File: src/rtl/ray_setup.sv
// Per-column ray setup for a raycaster: sweeps the camera plane and emits one ray per column, 2 cycles after issue.
// Backpressure: ray_valid && !ray_ready freezes the issue counter and both pipeline stages; outputs hold.
module ray_setup #(
    parameter int SCREEN_WIDTH = 320,
    parameter int CAM_STEP     = 410
) (
    input  logic        clk_in,
    input  logic        rst_in,
    input  logic        frame_start,
    input  logic [15:0] posX,
    input  logic [15:0] posY,
    input  logic [15:0] dirX,
    input  logic [15:0] dirY,
    input  logic [15:0] planeX,
    input  logic [15:0] planeY,
    output logic        ray_valid,
    input  logic        ray_ready,
    output logic [8:0]  col_x,
    output logic [15:0] rayDirX,
    output logic [15:0] rayDirY,
    output logic [7:0]  mapX,
    output logic [7:0]  mapY,
    output logic        stepX_neg,
    output logic        stepY_neg,
    output logic [8:0]  fracX,
    output logic [8:0]  fracY,
    output logic        busy,
    output logic        frame_done
);

    typedef enum logic [1:0] {IDLE, SWEEP, DRAIN} state_t;

    localparam logic [23:0] CAM_STEP_Q = 24'(CAM_STEP);
    localparam logic [8:0]  LAST_COL   = 9'(SCREEN_WIDTH - 1);

    state_t state_q, state_d;
    logic [8:0]  col_q, col_d;
    logic [23:0] acc_q, acc_d;
    logic [15:0] pos_x_q, pos_x_d, pos_y_q, pos_y_d;
    logic [15:0] dir_x_q, dir_x_d, dir_y_q, dir_y_d;
    logic [15:0] plane_x_q, plane_x_d, plane_y_q, plane_y_d;

    logic        s1_vld_q, s1_vld_d;
    logic [8:0]  s1_col_q, s1_col_d;
    logic [15:0] s1_off_x_q, s1_off_x_d, s1_off_y_q, s1_off_y_d;

    logic        ray_valid_q, ray_valid_d;
    logic [8:0]  out_col_q, out_col_d;
    logic [15:0] ray_dir_x_q, ray_dir_x_d, ray_dir_y_q, ray_dir_y_d;
    logic [7:0]  map_x_q, map_x_d, map_y_q, map_y_d;
    logic        step_x_neg_q, step_x_neg_d, step_y_neg_q, step_y_neg_d;
    logic [8:0]  frac_x_q, frac_x_d, frac_y_q, frac_y_d;

    logic               advance;
    logic               issue;
    logic signed [15:0] cam_x;
    logic signed [31:0] prod_x, prod_y;
    logic [15:0]        sum_x, sum_y;
    logic               unused_bits;

    // One global stall: a held output ray freezes everything upstream.
    assign advance = !(ray_valid_q && !ray_ready);
    assign issue   = (state_q == SWEEP) && advance;
    assign cam_x   = $signed(acc_q[23:8]);
    assign prod_x  = $signed(plane_x_q) * cam_x;
    assign prod_y  = $signed(plane_y_q) * cam_x;
    assign sum_x   = dir_x_q + s1_off_x_q;
    assign sum_y   = dir_y_q + s1_off_y_q;
    assign unused_bits = ^{acc_q[7:0], prod_x[31:24], prod_x[7:0], prod_y[31:24], prod_y[7:0]};

    always_comb begin
        state_d   = state_q;
        col_d     = col_q;
        acc_d     = acc_q;
        pos_x_d   = pos_x_q;
        pos_y_d   = pos_y_q;
        dir_x_d   = dir_x_q;
        dir_y_d   = dir_y_q;
        plane_x_d = plane_x_q;
        plane_y_d = plane_y_q;
        case (state_q)
            IDLE: begin
                if (frame_start) begin
                    pos_x_d   = posX;
                    pos_y_d   = posY;
                    dir_x_d   = dirX;
                    dir_y_d   = dirY;
                    plane_x_d = planeX;
                    plane_y_d = planeY;
                    col_d     = 9'd0;
                    acc_d     = 24'hFF0000;
                    state_d   = SWEEP;
                end
            end
            SWEEP: begin
                if (issue) begin
                    col_d = col_q + 9'd1;
                    acc_d = acc_q + CAM_STEP_Q;
                    if (col_q == LAST_COL) begin
                        state_d = DRAIN;
                    end
                end
            end
            DRAIN: begin
                if (!s1_vld_q && !ray_valid_q) begin
                    state_d = IDLE;
                end
            end
            default: state_d = IDLE;
        endcase
    end

    always_comb begin
        s1_vld_d     = s1_vld_q;
        s1_col_d     = s1_col_q;
        s1_off_x_d   = s1_off_x_q;
        s1_off_y_d   = s1_off_y_q;
        ray_valid_d  = ray_valid_q;
        out_col_d    = out_col_q;
        ray_dir_x_d  = ray_dir_x_q;
        ray_dir_y_d  = ray_dir_y_q;
        map_x_d      = map_x_q;
        map_y_d      = map_y_q;
        step_x_neg_d = step_x_neg_q;
        step_y_neg_d = step_y_neg_q;
        frac_x_d     = frac_x_q;
        frac_y_d     = frac_y_q;
        if (advance) begin
            s1_vld_d = issue;
            if (issue) begin
                s1_col_d   = col_q;
                s1_off_x_d = prod_x[23:8];
                s1_off_y_d = prod_y[23:8];
            end
            ray_valid_d = s1_vld_q;
            if (s1_vld_q) begin
                out_col_d    = s1_col_q;
                ray_dir_x_d  = sum_x;
                ray_dir_y_d  = sum_y;
                map_x_d      = pos_x_q[15:8];
                map_y_d      = pos_y_q[15:8];
                step_x_neg_d = sum_x[15];
                step_y_neg_d = sum_y[15];
                // Distance to the next grid line: the fraction itself going negative, its complement going positive.
                frac_x_d     = sum_x[15] ? {1'b0, pos_x_q[7:0]} : 9'h100 - {1'b0, pos_x_q[7:0]};
                frac_y_d     = sum_y[15] ? {1'b0, pos_y_q[7:0]} : 9'h100 - {1'b0, pos_y_q[7:0]};
            end
        end
    end

    always_ff @(posedge clk_in) begin
        if (!rst_in) begin
            state_q      <= IDLE;
            col_q        <= 9'd0;
            acc_q        <= 24'd0;
            pos_x_q      <= 16'd0;
            pos_y_q      <= 16'd0;
            dir_x_q      <= 16'd0;
            dir_y_q      <= 16'd0;
            plane_x_q    <= 16'd0;
            plane_y_q    <= 16'd0;
            s1_vld_q     <= 1'b0;
            s1_col_q     <= 9'd0;
            s1_off_x_q   <= 16'd0;
            s1_off_y_q   <= 16'd0;
            ray_valid_q  <= 1'b0;
            out_col_q    <= 9'd0;
            ray_dir_x_q  <= 16'd0;
            ray_dir_y_q  <= 16'd0;
            map_x_q      <= 8'd0;
            map_y_q      <= 8'd0;
            step_x_neg_q <= 1'b0;
            step_y_neg_q <= 1'b0;
            frac_x_q     <= 9'd0;
            frac_y_q     <= 9'd0;
        end else begin
            state_q      <= state_d;
            col_q        <= col_d;
            acc_q        <= acc_d;
            pos_x_q      <= pos_x_d;
            pos_y_q      <= pos_y_d;
            dir_x_q      <= dir_x_d;
            dir_y_q      <= dir_y_d;
            plane_x_q    <= plane_x_d;
            plane_y_q    <= plane_y_d;
            s1_vld_q     <= s1_vld_d;
            s1_col_q     <= s1_col_d;
            s1_off_x_q   <= s1_off_x_d;
            s1_off_y_q   <= s1_off_y_d;
            ray_valid_q  <= ray_valid_d;
            out_col_q    <= out_col_d;
            ray_dir_x_q  <= ray_dir_x_d;
            ray_dir_y_q  <= ray_dir_y_d;
            map_x_q      <= map_x_d;
            map_y_q      <= map_y_d;
            step_x_neg_q <= step_x_neg_d;
            step_y_neg_q <= step_y_neg_d;
            frac_x_q     <= frac_x_d;
            frac_y_q     <= frac_y_d;
        end
    end

    assign ray_valid  = ray_valid_q;
    assign col_x      = out_col_q;
    assign rayDirX    = ray_dir_x_q;
    assign rayDirY    = ray_dir_y_q;
    assign mapX       = map_x_q;
    assign mapY       = map_y_q;
    assign stepX_neg  = step_x_neg_q;
    assign stepY_neg  = step_y_neg_q;
    assign fracX      = frac_x_q;
    assign fracY      = frac_y_q;
    assign busy       = (state_q != IDLE);
    assign frame_done = (state_q == DRAIN) && !s1_vld_q && !ray_valid_q;

endmodule

File: config.mk
export PLATFORM = sky130hd
export DESIGN_NAME = ray_setup
export DESIGN_NICKNAME = d
export VERILOG_FILES = /design/src/rtl/ray_setup.sv
export SDC_FILE = /design/constraint.sdc
export NUM_CORES = 2
export LEC_CHECK = 0
export ABC_AREA = 1
export ABC_CLOCK_PERIOD_IN_PS = 5800
export CORE_MARGIN = 1.5
export CORE_UTILIZATION = 56
export DETAILED_ROUTE_END_ITERATION = 8
export HOLD_SLACK_MARGIN = 0.06
export MAX_ROUTING_LAYER = met4
export PLACE_DENSITY = 0.79
export SLEW_MARGIN = 20
export SYNTH_ARGS = -nofsm -noshare
export SYNTH_HDL_FRONTEND = slang
export SYNTH_SLANG_ARGS = --single-unit
File: constraint.sdc
create_clock -name clk_in -period 5.8 [get_ports clk_in]
set_input_delay 1.16 -clock clk_in [delete_from_list [all_inputs] [get_ports clk_in]]
set_output_delay 1.16 -clock clk_in [all_outputs]
set_load 0.1 [all_outputs]
## Word-level counts from Yosys, hierarchy flattened

Cells that the tools add are included.

- Add/subtract/negate cells: 6
- $mul: 2
- Equal/unequal tests: 7
- Multiplexer cells: 13
- Bitwise logic cells: 1
- Reductions and logical operators: 17

Operators with widths:

| kind | number |
|---|---|
| $mul 16x16->24 | 2 |
| $mux 24 | 2 |
| $pmux 24 s2 | 1 |
| $mux 9 | 4 |
| $add 16x16->16 | 2 |
| $add 24x9->24 const B | 1 |
| $pmux 9 s2 | 1 |
| $sub 9x8->9 const A | 2 |
| $add 9x1->9 const B | 1 |
| $eq 9x9->1 const B | 1 |
| $mux 2 | 4 |
| $ne 2x2->1 const B | 3 |
| $pmux 2 s3 | 1 |
| $reduce_and 2->1 | 3 |
| $logic_and 1x1->1 | 5 |
| $logic_not 1->1 | 4 |
| $reduce_and 4->1 | 1 |
| $reduce_bool 2->1 | 2 |
| $reduce_and 3->1 | 1 |
| $eq 2x1->1 const B | 1 |
| $eq 2x2->1 const B | 1 |
| $logic_not 2->1 | 1 |
| $ne 2x1->1 const B | 1 |
| $not 1->1 | 1 |

- Register bits after elaboration: 251
- Input port bits: 100
- Output and inout port bits: 80
- Logic and storage cells: 69

## Logic depth before layout (Yosys ltp)

- Depth after elaboration: 6
- Mapped depth: 30
- Gate-level depth less buffers: 28

## Worst setup path before layout

No wires, ideal clock.

- Kind: register to register
- Start: register acc_q[18]
- End: register s1_off_x_q[15]
- Arrival: 5.420 ns
- Required time: 5.691 ns
- Slack: 0.271 ns
- Cell stages (with the launch flop): 27
- Path buffers: 3
- Clock period less this slack: 5.529 ns
- Cell sequence: dfxtp_1 > clkbuf_1 > clkbuf_1 > buf_1 > nand2_1 > fa_1 > inv_1 > fa_1 > fa_1 > fa_1 > fa_1 > inv_1 > fa_1 > inv_1 > ha_1 > nand2_1 > inv_1 > a21oi_1 > nor2_1 > nor2_1 > o21ai_0 > nor2b_1 > inv_1 > nand2_1 > nand3_1 > nand2_1 > inv_1

- Longest elaborated chain between the ends: 1

RTL lines:

| element | RTL line | source |
|---|---|---|
| start: declaration | 38 | `logic [23:0] acc_q, acc_d;` |
| start signal: assignment | 155 | `acc_q <= 24'd0;` |
| start signal: assignment | 179 | `acc_q <= acc_d;` |
| $mul 16x16->24 | 65 | `assign prod_x = $signed(plane_x_q) * cam_x;` |
| end signal: assignment | 188 | `s1_off_x_q <= s1_off_x_d;` |
| end: declaration | 45 | `logic [15:0] s1_off_x_q, s1_off_x_d, s1_off_y_q, s1_off_y_d;` |

No other way between the ends.
A chain may end at the register's enable or synchronous reset.

## Final worst setup path

- Start: register plane_x_q[6]
- End: register s1_off_x_q[14]

- Longest elaborated chain between the ends: 1

RTL lines:

| element | RTL line | source |
|---|---|---|
| start: declaration | 41 | `logic [15:0] plane_x_q, plane_x_d, plane_y_q, plane_y_d;` |
| start signal: assignment | 184 | `plane_x_q <= plane_x_d;` |
| $mul 16x16->24 | 65 |  |

No other way between the ends.

==> results_dict.tcl <==
set metrics [dict create \
    synth-edff-count 0 \
    power_mw 6.771 \
    worstReg2RegStart "plane_x_q[6]" \
    io_buffers 179 \
    avgRoutedWirePerCell_um 16.20 \
    synth.cell_area_um2 27260 \
    whs_endpoint "fracX[1]" \
    yosys-mux-area-fraction 0 \
    syn_inst 3777 \
    drv_slew 0 \
    antenna_found_initial 0 \
    rr_endpoint "s1_off_x_q[14]" \
    placedInstanceArea_um2 29930 \
    drt-pass1-iter-count 6 \
    setup_viol 0 \
    initial_core_util 0.5698 \
    ys_seq_area_frac 0.1821 \
    synth_top_family_by_area "adder cells" \
    clock.fmax_mhz 177.7 \
    nets 4546 \
    syn_to_final_growth_pct 14.20 \
    hold_buffers 0 \
    critical_path.endpoint_type "flip-flop" \
    num_vias 23810 \
    clock_latency_ns 0.60 \
    grt_usage 0.3096 \
    finalWirelength_um 73470 \
    hpwlAfterDp_um 56960 \
    cts_tree "yes" \
    max-cap-violations 0 \
    leakage_nw 16.99 \
    layout.cells.non_filler 4535 \
    route.detailed.drc 0 \
    internal_power_mw 3.969 \
    die_h_um 223.6 \
    vias_per_cell 5.250 \
    layout_common_cells "909 x inv_1, 761 x nand2_1, 394 x nor2_1" \
    antenna_cells 0 \
    ys.flop_type "dfxtp_1" \
    dieWidth_um 223.6 \
    fin_area_um2 31130 \
    die-area_um2 50010 \
    async_flop_share 0 \
    yosysWarningCount 0 \
    fin_worst_skew_ns 0.03069 \
    clk_pin_slew_ns 0.07 \
    r2r_slack_ns 0.17 \
    worstSetupPathType "flip-flop to flip-flop" \
    setup_slack_ns 0.1727 \
    clkPwrFrac 0.289 \
    layout-drive-gt1-share 0.06122 \
    rsz0062_at_grt "true" \
    synth-xor-area-share 0.01606 \
    hold_viol 0 \
    dp.cells 4481 \
    ir_drop_mv 0.3024 \
    hold_class "flip-flop to flip-flop" \
    grt_overflow_total 0 \
    p_seq_frac 0.294 \
    pre_cts_ws_ns 0.06112 \
    clk_path_buf_depth 3 \
    whs_path_depth 2 \
    worstPathArrival_ns 6.10 \
    status "complete, no violations" \
    rows 80 \
    utilization 0.6507 \
    synth_compound_area_frac 0.08803 \
    grt_max_degree 101 \
    yosysUniqueCellTypes 46 \
    ant_nets 0 \
    min-delay-start "fracX[1]" \
    crit_fanout 11 \
    worst_slew_pin_slew_ns 1.093 \
    ys_seq_elements 248 \
    core_um2 47850 \
    max-slew-margin-rel 0.2692 \
    p_per_area_nw_per_um2 217.5 \
    period_needed_ns 5.627 \
    power_switching_mw 2.802 \
    cts-root-buf "clkbuf_16" \
    required_ns 6.27 \
    syn-num-nets 4425 \
    first_global_vias 23840 \
    syn_area_per_cell_um2 7.218 \
    synth-simple-area-share 0.2049 \
    combPwrFrac 0.417 \
    fin_crit_sh 0.9702 \
    htreeDepth 1 \
    p_sw_frac 0.4139 \
    final_common_cell "inv_1" \
    synthAdderAreaFrac 0.3545 \
    rr_worst_depth 21 \
    startpoint_type "flip-flop" \
    drt_iter0_drc 1590 \
    gp_congestion 0.9890 \
    numCtsBuffers 29 \
    io-pin-count 180 \
    clock-sinks 248 \
    grt_pass1_wl_um 120600 \
]
## synth_stat cells (2+ instances only)
cell,n,area share
o21ai_0,234,0.043
nand2_2,5,0.0011
nor4_1,6,0.0014
xnor2_1,11,0.0035
buf_6,3,0.0012
o21ai_2,2,0.00064
o211ai_1,17,0.0047
nand3_1,117,0.021
nor2_2,3,0.00069
nand4_1,25,0.0057
a211oi_1,2,0.00055
dfxtp_1,248,0.18
buf_4,3,0.00083
xor2_1,39,0.013
a31oi_1,8,0.0018
buf_1,20,0.0028
a31o_2,3,0.00096
buf_2,21,0.0039
inv_1,914,0.13
ha_1,174,0.080
o221ai_1,2,0.00064
nor2_1,399,0.055
a21o_1,8,0.0022
inv_2,5,0.00069
nand2_1,763,0.11
fa_1,374,0.27
clkbuf_1,138,0.019
nor2_4,5,0.0021
o21ai_1,10,0.0018
nand3b_1,11,0.0030
o21a_1,5,0.0014
nand3_2,3,0.0011
o31ai_1,6,0.0017
a21oi_1,142,0.026
o21bai_1,6,0.0017
or2_2,7,0.0016
nor3_1,29,0.0053
## flip-flops by register name (all words and copies together) (netlist names), 8 cells and up
| signal | cells |
|---|---|
| s1_off_x_q | 16 |
| rayDirX | 16 |
| plane_x_q | 16 |
| mapY | 8 |
| pos_y_q | 16 |
| fracX | 9 |
| col_q | 9 |
| rayDirY | 16 |
| fracY | 9 |
| dir_x_q | 16 |
| mapX | 8 |
| s1_col_q | 9 |
| col_x | 9 |
| plane_y_q | 16 |
| acc_q | 23 |
| pos_x_q | 16 |
| dir_y_q | 16 |
| s1_off_y_q | 16 |
## layer usage
| layer | routed length, um | GRT usage |
|---|---|---|
| met5 | 0 | - |
| met2 | 34140 | 0.4969 |
| met3 | 6099 | 0.05260 |
| met1 | 30400 | 0.3969 |
| met4 | 2824 | 0.1083 |
## through the flow
stage | hold WS [ns] | TNS [ns]
CTS | 0.4717 | 0
finish | 0.4717 | 0
global route | 0.4916 | -0.1756
global placement | 0.4578 | 0
detailed placement | 0.4614 | 0
floorplan | 0.4441 | 0
## power groups by stage
stage / clock [mW] / sequential (mW) / combinational (mW)
2_1_floorplan: 0 / 2.20 / 1.63
3_3_place_gp: 0 / 2.01 / 2.67
3_5_place_dp: 0 / 2.02 / 2.69
4_1_cts: 1.98 / 1.98 / 2.74
5_1_grt: 2.03 / 2.00 / 3.14
6_report: 1.95 / 1.99 / 2.83
## worst max-delay path by stage
stage / startpoint / endpoint / cells after the start
5_1_grt: plane_x_q[6] / s1_off_x_q[14] / 21
4_1_cts: plane_y_q[11] / s1_off_y_q[12] / 21
2_1_floorplan: acc_q[18] / s1_off_x_q[15] / 26
6_report: plane_x_q[6] / s1_off_x_q[14] / 21
3_5_place_dp: plane_y_q[11] / s1_off_y_q[12] / 21
3_3_place_gp: plane_y_q[10] / s1_off_y_q[12] / 23
## worst max-delay path: stages, from the launching register on
cell      delay [ns]
dfxtp_1         0.46
buf_4           0.27
nand2_1         0.10
fa_1            0.51
inv_1           0.05
fa_1            0.56
fa_1            0.44
fa_1            0.49
fa_1            0.51
inv_1           0.05
fa_1            0.47
inv_1           0.05
ha_1            0.36
nand2_1         0.15
nor2_1          0.15
inv_1           0.10
nor4_2          0.24
nand3_1         0.16
nand4_1         0.10
nand3_1         0.08
o211ai_1        0.11
inv_1           0.07
## cells by family after synthesis
kind of cell,after synthesis
simple gates,1378
buf+inv,1105
fa+ha+maj,548
compound gates,448
flops,248
xor+xnor,50
## timing repair
action / CTS / global route
gates resized for setup: 0 / 63
endpoints found under the setup margin: 0 / 23
setup buffers: 0 / 1
## area by class of cell
| cell class | instances | area [um2] |
|---|---|---|
| clock inverter | 17 | 205.2 |
| clock buffer | 36 | 802.0 |
| fill | 4082 | 16710 |
| timing repair buffer | 276 | 2670 |
| tap | 615 | 769.5 |
| multi-input combinational | 2424 | 18240 |
| inverter | 919 | 3451 |
| sequential | 248 | 4991 |
Power figures use the tool's default switching activity.
